--- src/rtl/fp_normalize_pipe.sv ---
// Post-add/sub FP normaliser: 2-cycle latency, 1 beat/cycle sustained.
// Stalls hold output regs; in_ready is combinational from out_ready so a full pipe still streams.
module fp_normalize_pipe #(
    parameter int MAN_W = 24,
    parameter int EXP_W = 8,
    localparam int SHW = $clog2(MAN_W + 1)
) (
    input  logic             clk,
    input  logic             rst,
    input  logic             in_valid,
    output logic             in_ready,
    input  logic [MAN_W-1:0] in_mantissa,
    input  logic             in_carry,
    input  logic             in_sub,
    input  logic [EXP_W-1:0] in_exp,
    output logic             out_valid,
    input  logic             out_ready,
    output logic [MAN_W-2:0] out_fraction,
    output logic [EXP_W-1:0] out_exp,
    output logic [SHW-1:0]   out_shift,
    output logic             out_zero,
    output logic             out_underflow,
    output logic             out_overflow
);

    localparam int CW = (SHW > EXP_W) ? SHW : EXP_W;

    // Stage 1 state
    logic             s1_vld_q;
    logic [MAN_W-1:0] s1_man_q;
    logic             s1_carry_q;
    logic             s1_sub_q;
    logic [EXP_W-1:0] s1_exp_q;
    logic [SHW-1:0]   s1_lz_q;
    logic [SHW-1:0]   lz_d;

    // Stage 2 (output) state
    logic             out_vld_q;
    logic [MAN_W-2:0] frac_q, frac_d;
    logic [EXP_W-1:0] exp_q, exp_d;
    logic [SHW-1:0]   shift_q, shift_d;
    logic             zero_q, zero_d;
    logic             unf_q, unf_d;
    logic             ovf_q, ovf_d;

    logic adv2;

    assign adv2     = !out_vld_q || out_ready;
    assign in_ready = !s1_vld_q || adv2;

    // Ascending scan: the highest set bit is the last to write, so it wins.
    always_comb begin
        lz_d = '0;
        for (int i = 0; i < MAN_W; i++) begin
            if (in_mantissa[i]) begin
                lz_d = SHW'(MAN_W - 1 - i);
            end
        end
    end

    always_ff @(posedge clk or posedge rst) begin
        if (rst) begin
            s1_vld_q   <= 1'b0;
            s1_man_q   <= '0;
            s1_carry_q <= 1'b0;
            s1_sub_q   <= 1'b0;
            s1_exp_q   <= '0;
            s1_lz_q    <= '0;
        end else begin
            if (in_ready) begin
                s1_vld_q <= in_valid;
            end
            if (in_valid && in_ready) begin
                s1_man_q   <= in_mantissa;
                s1_carry_q <= in_carry;
                s1_sub_q   <= in_sub;
                s1_exp_q   <= in_exp;
                s1_lz_q    <= lz_d;
            end
        end
    end

    // Carry path: the fraction after the right shift is mantissa[MAN_W-1:1];
    // the hidden one is implicit, so a round-up that wraps the fraction means
    // the significand overflowed to 10.0 and the exponent takes a second +1.
    logic             carry_path;
    logic             rnd;
    logic             wrap;
    logic [MAN_W-2:0] frac_c;
    logic [EXP_W:0]   exp_c;
    logic             man_zero;
    logic             lz_unf;

    always_comb begin
        carry_path = !s1_sub_q && s1_carry_q;
        rnd        = s1_man_q[0] && s1_man_q[1];
        wrap       = rnd && (&s1_man_q[MAN_W-1:1]);
        frac_c     = s1_man_q[MAN_W-1:1] + (MAN_W-1)'(rnd);
        exp_c      = {1'b0, s1_exp_q} + (wrap ? (EXP_W+1)'(2) : (EXP_W+1)'(1));
        man_zero   = (s1_man_q == '0);
        lz_unf     = (CW'(s1_lz_q) >= CW'(s1_exp_q));

        frac_d  = '0;
        exp_d   = '0;
        shift_d = '0;
        zero_d  = 1'b0;
        unf_d   = 1'b0;
        ovf_d   = 1'b0;

        if (carry_path) begin
            if (exp_c >= {1'b0, {EXP_W{1'b1}}}) begin
                ovf_d = 1'b1;
                exp_d = '1;
            end else begin
                frac_d = frac_c;
                exp_d  = exp_c[EXP_W-1:0];
            end
        end else if (man_zero) begin
            zero_d = 1'b1;
        end else begin
            shift_d = s1_lz_q;
            if (lz_unf) begin
                unf_d = 1'b1;
            end else begin
                // The leading one shifts out of the top, leaving only the fraction.
                frac_d = s1_man_q[MAN_W-2:0] << s1_lz_q;
                exp_d  = s1_exp_q - EXP_W'(s1_lz_q);
            end
        end
    end

    always_ff @(posedge clk or posedge rst) begin
        if (rst) begin
            out_vld_q <= 1'b0;
            frac_q    <= '0;
            exp_q     <= '0;
            shift_q   <= '0;
            zero_q    <= 1'b0;
            unf_q     <= 1'b0;
            ovf_q     <= 1'b0;
        end else if (adv2) begin
            out_vld_q <= s1_vld_q;
            if (s1_vld_q) begin
                frac_q  <= frac_d;
                exp_q   <= exp_d;
                shift_q <= shift_d;
                zero_q  <= zero_d;
                unf_q   <= unf_d;
                ovf_q   <= ovf_d;
            end
        end
    end

    assign out_valid     = out_vld_q;
    assign out_fraction  = frac_q;
    assign out_exp       = exp_q;
    assign out_shift     = shift_q;
    assign out_zero      = zero_q;
    assign out_underflow = unf_q;
    assign out_overflow  = ovf_q;

endmodule

--- config.mk ---
export PLATFORM = sky130hd
export DESIGN_NAME = fp_normalize_pipe
export DESIGN_NICKNAME = d
export VERILOG_FILES = /design/src/rtl/fp_normalize_pipe.sv
export SDC_FILE = /design/constraint.sdc
export NUM_CORES = 1
export LEC_CHECK = 0
export CAP_MARGIN = 20
export CORE_MARGIN = 8
export CORE_UTILIZATION = 40
export DETAILED_ROUTE_END_ITERATION = 16
export PLACE_DENSITY = 0.62
export SYNTH_ARGS = -nofsm -noshare
export SYNTH_HDL_FRONTEND = slang
export SYNTH_SLANG_ARGS = --single-unit
--- constraint.sdc ---
create_clock -name clk -period 3.4 [get_ports clk]
set_input_delay 1.02 -clock clk [delete_from_list [all_inputs] [get_ports clk]]
set_output_delay 1.02 -clock clk [all_outputs]
set_load 0.005 [all_outputs]
**Word level (Yosys, flattened, before mapping)**

Cells that the tools add are included.

- Register bits after elaboration: 80
- Bits of input ports: 38
- Output and inout bits: 41
- Word-level logic and storage cells: 73

- Add/subtract/negate cells: 3
- Order comparisons: 2
- Shifts and indexed selects: 1
- Muxes and demuxes: 42
- Reduce and logical (&&, ||, !) cells: 12

Operators by type and width:

| cell | count |
|---|---|
| two-way mux 5 bit | 26 |
| two-way mux 23 bit | 4 |
| two-way mux 8 bit | 4 |
| zero test 24 bit | 1 |
| adder 23 x 1 -> 23 bit | 1 |
| AND reduction 23 bit | 1 |
| left shift 23 x 5 -> 23 bit | 1 |
| adder 8 x 2 -> 9 bit | 1 |
| >= comparator 9 x 8 -> 1 bit (second input constant) | 1 |
| >= comparator 5 x 8 -> 1 bit | 1 |
| subtractor 8 x 5 -> 8 bit | 1 |
| two-way mux 1 bit | 7 |
| logical AND 1 bit | 4 |
| zero test 1 bit | 3 |
| logical OR 1 bit | 2 |
| two-way mux 2 bit | 1 |
| AND reduction 2 bit | 1 |

**Logic depth before layout (Yosys ltp)**

- Depth in word-level cells: 24
- Depth in mapped cells: 14
- Mapped depth without buffers: 12

**Worst setup path after synthesis**

Ideal clock, no wire load.

- Path kind: register to register
- Start point: reg s1_man_q[10]
- End point: reg frac_q[6] (netlist: out_fraction[6])
- Setup time: 78 ps
- Data arrival time: 3053 ps
- Required time: 3322 ps
- Path slack: 269 ps
- Stages on the path, launching flop included: 14
- Path buffers: 2
- Period minus slack after synthesis: 3131 ps
- Path through: dfrtp_1 -> buf_2 -> nand4_1 -> nor4b_4 -> nand4_1 -> ha_1 -> fa_1 -> nor2b_1 -> or3b_1 -> o211ai_2 -> o21ai_2 -> buf_2 -> o31ai_1 -> o21bai_1

- Cells in the longest elaborated chain, start to end: 7
- Elaborated cells between the ends (all ways): 11
- Those cells by class: 1 x add/sub; 1 x order compare; 1 x shift; 5 x mux; 3 x reduce/logical

RTL lines:

| item | RTL line | source |
|---|---|---|
| start: declaration | 30 | `logic [MAN_W-1:0] s1_man_q;` |
| start signal: assignment | 74 | `s1_man_q <= in_mantissa;` |
| AND reduction 23 bit | 97 | `wrap = rnd && (&s1_man_q[MAN_W-1:1]);` |
| logical AND 1 bit | 97 |  |
| two-way mux 2 bit | 99 | `exp_c = {1'b0, s1_exp_q} + (wrap ? (EXP_W+1)'(2) : (EXP_W+1)'(1));` |
| adder 8 x 2 -> 9 bit | 99 |  |
| >= comparator 9 x 8 -> 1 bit | 111 | `if (exp_c >= {1'b0, {EXP_W{1'b1}}}) begin` |
| two-way mux 23 bit | 111 |  |
| two-way mux 23 bit (*) | 110 | `if (carry_path) begin` |
| end signal: assignment | 144 | `frac_q <= frac_d;` |
| end: declaration | 39 | `logic [MAN_W-2:0] frac_q, frac_d;` |

Mark *: on every way between the ends. The rest lies on a longest branch, timed or not.
A chain may end at the register's enable or synchronous reset.

**Worst setup path after layout**

- Start point: in out_ready
- End point: out in_ready

- Cells in the longest elaborated chain, start to end: 2

RTL lines:

| item | RTL line | source |
|---|---|---|
| start: declaration | 17 | `input logic out_ready,` |
| logical OR 1 bit | 48 | `assign adv2 = !out_vld_q \|\| out_ready;` |
| logical OR 1 bit | 49 | `assign in_ready = !s1_vld_q \|\| adv2;` |
| end: declaration | 11 | `output logic in_ready,` |

Every way passes these cells.

==> impl_metrics.toml <==
[power]
powerDensity_nw_per_um2 = 539
cellLeakagePower_nw = 2.86
ir_worst_vdd_uv = 251

[synthesis]
avgSynthCellArea_sq_um = 9.82
synth-warning-count = 0
synth_edf_count = 0
netlist_top_cells_area = "dfrtp_1, mux2_2, mux4_1, nand2_1, o21ai_0"
synth_most_common_cell = "dfrtp_1"
syn_nets = 632
yosysUniqueCellTypes = 75
synth_top_area_share = 0.349
netlist_area_sq_um = 5740
yosys.area.top_type = "dfrtp_1"
syn_inst = 584
synth_commonest_cells = "dfrtp_1, nand2_1, nor2_1"
dominantRegCellSynth = "dfrtp_1"
synth-async-reset-ratio = 1.00
seq_area_frac_synth = 0.349
synth-seq-cells = 80

[route]
drt-pass1-iter-count = 5
dr_total_vias = 4863
ant_nets = 0
finalWirelength_um = 16900
drtIter0Drc = 406
avgViaCountPerCell = 5.73
post_drt_wl_per_cell_um = 19.9
drc = 0

[place]
port_buffers = 78
gp_congestion = 0.881
hpwlAfterDp_um = 13000
dp_slack_ps = 178

[clocking]
cts.reportedPaths.clkPinSlew_ps = 60
htreeDepth = 3
cts.sinks = 80
cts_root_buf = "clkbuf_16"
cts_tree = "yes"
worstSkewPairLatency_ps = 340
clk_path_buf_depth = 2
cts_buffers = 9

[cells_and_area]
syn_to_final_growth_pct = 22.7
antenna_cells = 0
fill_cells = 1253
drive_gt1_frac = 0.165
nNetsFinal = 713

[global_routing]
grt_pass1_wl_um = 27100
overflow = 0
grt_max_degree = 81
grt_antenna_before_repair = 0
grt_use_total = 0.189
grt_pass1_vias = 4768

[worst_setup_path]
max_stage_delay_ps = 540
cp.arrival_ps = 2220
cp_max_fo = 4
cp_common_cell = "clkdlybuf4s50_1"
slowest_stage = "clkdlybuf4s50_1"
startpoint_type = "input port"
cp-end-kind = "primary output"
path_buf_inv = 2
path_cells = "clkdlybuf4s50_1 > nand3b_1 > clkdlybuf4s50_1"
critPathKind = "input port to primary output"
cp_top_family = "buffers and inverters"
critical_path_required_ps = 2380

[die]
fp-row-count = 43
die_x_um = 136
ios = 79
start_util = 0.412
die_height_um = 136
dieArea_sq_um = 18400
coreArea_sq_um = 13900

[sta]
setup_ws_ps = 162
setup_viol = 0
finalCriticalPeriod_ps = 3240
hold_viol = 0
max-slew-margin-rel = 0.555
hold-worst-slack_ps = 484
finalSetupTns_ps = 0
worst_pin_slew_ps = 667
slew_violations = 0
fmax_ghz = 0.309
skew_ps = 6.56
period_share = 0.952
rsz0062_at_grt = "no"

[run_status]
status = "finished clean"

[job]
drv_cap = 0

[worst_hold_path]
hold_path_class = "flop to flop"
## per-layer routing
metal | track usage | vias to the layer above | wire length [um]
met2 | 0.275 | 152 | 7460
met3 | 0.0334 | 22 | 989
li1 | - | 2335 | -
met4 | 0.0691 | 0 | 383
met5 | 0 | - | 0
met1 | 0.271 | 2354 | 8070
## worst paths after layout
| path | from | endpoint | slack, ps | cells after the start |
|---|---|---|---|---|
| min in group asynchronous | rst | s1_exp_q[5]$_DFFE_PP0P_ | 1070 | 3 |
| setup reg to reg | s1_man_q[11]$_DFFE_PP0P_ | out_exp[2]$_DFFE_PP0P_ | 220 | 11 |
| hold reg to reg | out_fraction[1]$_DFFE_PP0P_ | out_fraction[1]$_DFFE_PP0P_ | 480 | 2 |
| hold / removal | out_fraction[1]$_DFFE_PP0P_ | out_fraction[1]$_DFFE_PP0P_ | 480 | 2 |
| max in group asynchronous | rst | out_fraction[15]$_DFFE_PP0P_ | 1930 | 3 |
| setup / recovery | out_ready | in_ready | 160 | 3 |
## cell families (layout without fill, tap and decap cells)
group / after synthesis / after routing / share of synthesized area
buffers and inverters: 67 / 151 / 0.0713
AO/OA/AOI/OAI: 144 / 144 / 0.178
AND/OR/NAND/NOR: 188 / 188 / 0.166
flip-flops: 80 / 80 / 0.349
multiplexers: 66 / 66 / 0.167
XOR/XNOR: 29 / 29 / 0.0443
adder cells (fa/ha/maj): 10 / 10 / 0.0244
## flip-flops by register name, indices dropped and copies added (netlist names), 5 cells and up
signal / flops
s1_lz_q: 5
s1_exp_q: 8
out_fraction: 23
out_exp: 8
out_shift: 5
s1_man_q: 24
## cell type report
cell class / instances / area [sq um] / share of cell area
Inverter: 18 / 68.8 / 0.00978
Sequential cell: 80 / 2000 / 0.284
Timing Repair Buffer: 119 / 1100 / 0.156
Clock buffer: 10 / 239 / 0.0340
Tap cell: 180 / 225 / 0.0320
Clock inverter: 4 / 70.1 / 0.00996
Multi-Input combinational cell: 437 / 3330 / 0.473
## through the flow
stage | std cells | total power [mW] | cell area [sq um] | util
6_report | 848 | 3.80 | 7040 | 0.505
5_1_grt | 848 | 4.01 | 7040 | 0.505
4_1_cts | 848 | 3.82 | 7030 | 0.505
3_5_place_dp | 834 | 2.78 | 6720 | 0.482
3_3_place_gp | 834 | 2.76 | 6720 | 0.482
2_1_floorplan | 584 | 2.16 | 5740 | -
## power breakdown
part           total (mW)  leakage, nW  switching [mW]  internal (mW)
Clock                1.03        0.154           0.378          0.652
Sequential           1.31        0.982           0.156           1.15
Combinational        1.46         1.73           0.688          0.772
Total                3.80         2.86            1.22           2.57
## layout by cell type, fill, tap and decap left out, drive strengths merged, types with 16 or more instances in the layout
cell type / Yosys / final
mux2: 34 / 34
nand2: 56 / 56
dfrtp: 80 / 80
mux4: 17 / 17
o21ai: 44 / 44
clkdlybuf4s50: 0 / 78
nor2: 44 / 44
buf: 30 / 41
inv: 17 / 16
a21oi: 16 / 16
## timing repair
action                     in CTS  in global routing
buffers inserted                0                  0
setup endpoints to repair       0                  7
gates resized for setup         0                  1
hold buffers                    0                  0
## worst reg2reg max path, cell delays in order, from the launching register on
cell and delay (ps):
dfrtp_1 350, nand4_1 180, nor4b_4 360, nand4_1 170, inv_1 130, ha_1 250
a21oi_1 230, a2bb2oi_1 340, a2bb2oi_1 440, nor2_1 150, o21ai_0 330, o211ai_1 140
No activity file was read; power rests on OpenSTA's default activity.
==> patch 1, RTL diff (same flow settings) <==
Put one more register stage on the output `out_overflow`, cleared by the reset. The value now appears one clock later. The other outputs are not delayed to match.
--- a/src/rtl/fp_normalize_pipe.sv
+++ b/src/rtl/fp_normalize_pipe.sv
@@ -159,3 +159,9 @@
     assign out_underflow = unf_q;
-    assign out_overflow  = ovf_q;
+    always_ff @(posedge clk or posedge rst) begin
+        if (rst) begin
+            out_overflow <= '0;
+        end else begin
+            out_overflow <= ovf_q;
+        end
+    end
 
Check against the original RTL: not equivalent (Yosys sat finds a counterexample within 4 cycles, from zero or initial values and one cycle with rst high).
==> patch 1 against the original RTL <==
Global-route usage increased by 0.82 points; worst hold slack got worse by 0.11 ns; sequential cell count increased by 1; power increased by 0.43%; register-to-register slack got worse by 0.08 ns; cell count increased by 2.6%; synthesized area decreased by 3.5%; worst setup slack got worse by 0.024 ns; routed wire length increased by 3.1%; cell area decreased by 0.52%.
==> patch 1: results (changes against the original RTL) <==
Run status
  – Status: finished clean (unchanged)

Drt
  – Initial DRC count: 474 (was 406)
  – Total Routed Length: 17400 microns (was 16900 microns)
  – Drt first pass iters: 5 (unchanged)
  – DR vias: 4957 (was 4863)

Placed design
  – RePlAce Congestion: 0.893 (was 0.881)
  – HPWL Detailed: 13600 microns (was 13000 microns)
  – PortBufs: 78 (unchanged)

Global route
  – Antenna violations before repair: 0 (unchanged)
  – Largest net degree at the start of global routing: 51 (was 81)
  – Total global-route track usage: 19.7% (was 18.9%)
  – First-pass GRT wire length: 27800 microns (was 27100 microns)

Synthesis
  – Top cells by area, synth: dfrtp_1 (37%), mux2_2 (7.3%), mux2i_1 (5.4%), nand2_1 (4.6%), mux4_2 (3.3%) (was dfrtp_1 (35%), mux2_2 (6.7%), mux4_1 (5.0%), nand2_1 (3.6%), o21ai_0 (3.3%))
  – Syn nets: 646 (was 632)
  – Most frequent cells after synthesis: dfrtp_1 (81), nand2_1 (68), nor2_1 (45), mux2_2 (36), mux2i_1 (30) (was dfrtp_1 (80), nand2_1 (55), nor2_1 (44), o21ai_0 (38), mux2_2 (34))
  – Ys async rst share: 100% (unchanged)
  – Seq/Total Area, Yosys: 36.6% (was 34.9%)
  – Synth Warn #: 0 (unchanged)
  – Unique masters post-synth: 66 (was 75)

Power
  – Leakage: 2.89 nW (was 2.86 nW)
  – Maximum VDD drop: 0.000236 V (was 0.000251 V)

Layout
  – Nets: 734 (was 713)
  – Max FFs per register: 24 (unchanged)
  – # diodes: 0 (unchanged)
  – Share of cells above drive strength 1: 16.2% (was 16.5%)
  – Reg with most FFs: s1_man_q (unchanged)
  – Number of fill cells in the layout: 1319 (was 1253)

Timing
  – Max Slew Vio Count: 0 (unchanged)
  – Max_slew headroom: 51.3% (was 55.5%)
  – Worst clock skew: 0.00440 ns (was 0.00656 ns)

Clock tree
  – Clock Latency Late Sink: 0.34 ns (about the same)
  – Clk slew on worst S/H paths: 0.06 ns (about the same)
  – CTS Buffer Depth: 2 (unchanged)
  – Root cell of the clock tree: clkbuf_16 (unchanged)
  – H-tree depth: 3 (unchanged)
  – Cts bufs inserted: 9 (unchanged)

Setup path
  – Worst endpoint data arrival time: 2.24 ns (was 2.22 ns)
  – Critical path peak fanout: 3 (was 4)
  – R2R depth: 12 (was 11)

Worst hold path
  – Hold Crit Class: reg -> reg (unchanged)
  – Cell count of the worst hold path: 0 (was 2)
[patch 1: cell count changes after synthesis, moves of 6 or more]
cell / change
o21ai_0: -16
mux2i_1: +15
a21oi_1: +13
nand2_1: +13
mux4_1: -11
a22oi_1: +9
buf_6: -8
a2111oi_0: -6
o311ai_0: +6
[patch 1: worst paths after layout]
| check | from | endpoint | slack, ns |
|---|---|---|---|
| setup / recovery | out_ready | in_ready | 0.14 |
| hold / removal | ovf_q | out_overflow | 0.38 |
| setup reg to reg | s1_man_q[2] | out_fraction[5] | 0.14 |
| hold reg to reg | ovf_q | out_overflow | 0.38 |
| max in group asynchronous | rst | out_fraction[10] | 1.62 |
| min in group asynchronous | rst | s1_vld_q | 1.12 |
[patch 1: layout make-up]
type | count | area share, %
flip-flops and latches | 81 | 28.9
multi-input cells | 454 | 46.3
repair buffers | 119 | 15.9
clock inverters | 6 | 1.30
well taps | 180 | 3.22
clock buffers | 9 | 3.22
inverters | 21 | 1.14
[patch 1: routing by layer]
metal / wire [microns] / part of all wire (%) / up-vias / track usage, %
met5: 0 / 0 / - / 0
met4: 373 / 2.1 / 0 / 7.11
met3: 885 / 5.1 / 22 / 2.94
met2: 7710 / 44 / 133 / 29.3
met1: 8450 / 48 / 2434 / 28.2
li1: - / - / 2368 / -
[patch 1: power breakdown]
group	switching [mW]	leakage, nW	internal, mW
Combinational	0.708	1.75	0.748
Clock	0.397	0.156	0.642
Sequential	0.157	0.985	1.16
Total	1.26	2.89	2.55
[patch 1: worst max-delay path: stages]
cell and delay (ns):
clkdlybuf4s50_1 0.48, nand3b_1 0.20, clkdlybuf4s50_1 0.54
[patch 1: timing repair]
item,in CTS,in global routing
resized for setup,0,4
setup endpoints to repair,0,15
buffers inserted,0,0
[patch 1: logic make-up after synthesis]
family | after synthesis | synth area share, %
fa+ha+maj | 10 | 2.53
flops | 81 | 36.6
xor+xnor | 29 | 4.59
buf+inv | 63 | 5.38
simple gates | 207 | 18.1
mux | 75 | 16.2
compound gates | 133 | 16.5
[patch 1: stage by stage]
stage,setup slack [ns],hold WS [ns],area [sq um],cells,util (%)
CTS,0.0402,0.382,6980,870,50.9
global placement,0.134,0.361,6670,855,48.6
finish,0.137,0.376,7000,870,51.0
global route,0.00958,0.398,7000,870,51.0
detailed placement,0.0500,0.368,6670,855,48.6
floorplan,0.0294,0.354,5540,598,-
==> patch 2, RTL diff (same settings) <==
Without the edit above. Set the parameter `MAN_W` to 48 (it was 24).
--- a/src/rtl/fp_normalize_pipe.sv
+++ b/src/rtl/fp_normalize_pipe.sv
@@ -3,3 +3,3 @@
 module fp_normalize_pipe #(
-    parameter int MAN_W = 24,
+    parameter int MAN_W = 48,
     parameter int EXP_W = 8,
Ports: changed (resized in_mantissa, out_fraction and out_shift); port bits go from 79 to 128. No check against the original RTL was run, so the function may have changed too.
==> patch 2 against the original RTL <==
Synthesized area is 74% higher; via count up 100%; sequential cell count up 50; worst setup slack got worse by 0.36 ns; routed wire length is 110% higher; die area grew 64%; the run now ends with setup timing left; cell area increased by 84%; largest cell class unchanged; power up 85%.
==> patch 2: results (changes against the original RTL) <==
Run status
  – Status: finished, violations left (was finished clean)
  – Failing checks: setup timing

Timing
  – Worst clock skew: 0.0142 ns (was 0.00656 ns)
  – Setup ws final: -0.196 ns (was 0.162 ns)
  – Setup violators final: 53 (was 0)
  – Final setup TNS: -6.27 ns (was 0 ns)
  – Worst-margin pin slew: 0.959 ns (was 0.667 ns)

Clock tree
  – Root cell of the clock tree: clkbuf_16 (unchanged)
  – Clock Latency Late Sink: 0.43 ns (was 0.34 ns)
  – Clk slew on worst S/H paths: 0.06 ns (about the same)
  – H-tree depth: 4 (was 3)
  – CTS Buffer Depth: 2 (unchanged)
  – Cts bufs inserted: 17 (was 9)

Synthesis
  – Top cells by area, synth: dfrtp_1 (33%), mux4_2 (10%), mux2_2 (7.0%), mux2i_1 (3.8%), nor2_1 (3.5%) (was dfrtp_1 (35%), mux2_2 (6.7%), mux4_1 (5.0%), nand2_1 (3.6%), o21ai_0 (3.3%))
  – Synth Warn #: 0 (unchanged)
  – Unique masters post-synth: 71 (was 75)
  – Syn nets: 1164 (was 632)
  – Seq/Total Area, Yosys: 32.5% (was 34.9%)
  – Area share of the largest cell type after synthesis: 32.5% (was 34.9%)
  – Ys async rst share: 100% (unchanged)
  – Most frequent cells after synthesis: dfrtp_1 (130), nor2_1 (94), nand2_1 (93), clkbuf_1 (70), mux2_2 (62) (was dfrtp_1 (80), nand2_1 (55), nor2_1 (44), o21ai_0 (38), mux2_2 (34))

Global route
  – Antenna violations before repair: 0 (unchanged)
  – Number of global-route vias before repair: 9319 (was 4768)
  – Largest net degree at the start of global routing: 131 (was 81)
  – First-pass GRT wire length: 55800 microns (was 27100 microns)
  – Total global-route track usage: 23.5% (was 18.9%)

Layout
  – Share of cells above drive strength 1: 23.5% (was 16.5%)
  – Reg with most FFs: s1_man_q (unchanged)
  – Nets: 1324 (was 713)
  – # diodes: 0 (unchanged)
  – Max FFs per register: 48 (was 24)

Worst hold path
  – Hold Crit Class: reg -> reg (unchanged)

Drt
  – Drt first pass iters: 5 (unchanged)
  – Avg Vias per Cell: 6.11 (was 5.73)
  – Total Routed Length: 36000 microns (was 16900 microns)
  – Initial DRC count: 1146 (was 406)

Setup path
  – Crit-path slowest cell: fa_2 (was clkdlybuf4s50_1)
  – CP peak stage delay: 0.54 ns (about the same)
  – Critical path peak fanout: 7 (was 4)
  – Critical path's top delay family: simple AND/OR/NAND/NOR gates (was buffers and inverters)
  – Worst endpoint data arrival time: 3.91 ns (was 2.22 ns)

Placed design
  – RePlAce Congestion: 0.972 (was 0.881)
  – Placed inst area: 12200 sq um (was 6720 sq um)
  – PortBufs: 127 (was 78)
  – HPWL Detailed: 27500 microns (was 13000 microns)
  – Pre-CTS setup slack: -0.303 ns (was 0.178 ns)

Power
  – Leakage: 5.08 nW (was 2.86 nW)
  – Maximum VDD drop: 0.000271 V (was 0.000251 V)
patch 2: worst min-delay path, cell delays in order (launching register included):
cell and delay, ns:
dfrtp_1 0.34, nand2_1 0.05, o21ai_0 0.06
patch 2: kinds of logic after synthesis:
group / after synthesis / share of synthesized area (%)
DFF: 130 / 32.5
buffers and inverters: 128 / 5.46
xor gates and xnor gates: 55 / 4.82
and+or+nand+nor: 354 / 17.2
AOI/OAI and AO/OA: 266 / 17.2
adders and majority gates: 11 / 1.53
muxes: 147 / 21.3
patch 2: area by class of cell:
cell class	count	area [sq um]
Clock inverter	13	135
Timing Repair Buffer	244	2220
Clock buffer	19	443
Multi-Input combinational cell	833	6390
Sequential cell	130	3260
Fill cell	2306	11900
Inverter	25	97.6
Tap cell	330	413
patch 2: repair_timing:
item / 4_1_cts / 5_1_grt
hold buffers: 0 / 0
gates resized for setup: 11 / 10
setup buffers: 4 / 3
pin swaps: 11 / 12
endpoints found under the setup margin: 47 / 56
patch 2: layer usage:
layer | GRT usage, % | share of wire [%] | wire length (microns) | up-vias
met5 | 0 | 0 | 0 | -
met4 | 8.23 | 3.0 | 1060 | 0
met3 | 3.75 | 8.1 | 2920 | 62
met2 | 34.2 | 43 | 15600 | 519
met1 | 34.6 | 46 | 16500 | 4743
li1 | - | - | - | 4416
patch 2: path summary, 6_finish.rpt:
path | start | endpoint | slack (ns) | cells past startpoint
worst max-delay path | s1_man_q[11] | out_fraction[5] | -0.20 | 14
worst min-delay path | out_exp[5] | out_exp[5] | 0.48 | 2
worst max register to register | s1_man_q[11] | out_fraction[5] | -0.20 | 14
worst min register to register | out_exp[5] | out_exp[5] | 0.48 | 2
max in group asynchronous | rst | out_fraction[24] | 1.72 | 3
min in group asynchronous | rst | s1_vld_q | 1.13 | 3
patch 2: stage by stage:
stage               power (mW)  instances
CTS                       6.97       1591
global route              7.36       1594
floorplan                 3.74       1091
global placement          5.09       1555
detailed placement        5.11       1555
finish                    7.01       1594
patch 2: where the power goes:
part / switching, mW / internal [mW] / leakage (nW)
clock: 0.732 / 1.10 / 0.272
sequential: 0.226 / 1.88 / 1.57
combinational: 1.57 / 1.51 / 3.23
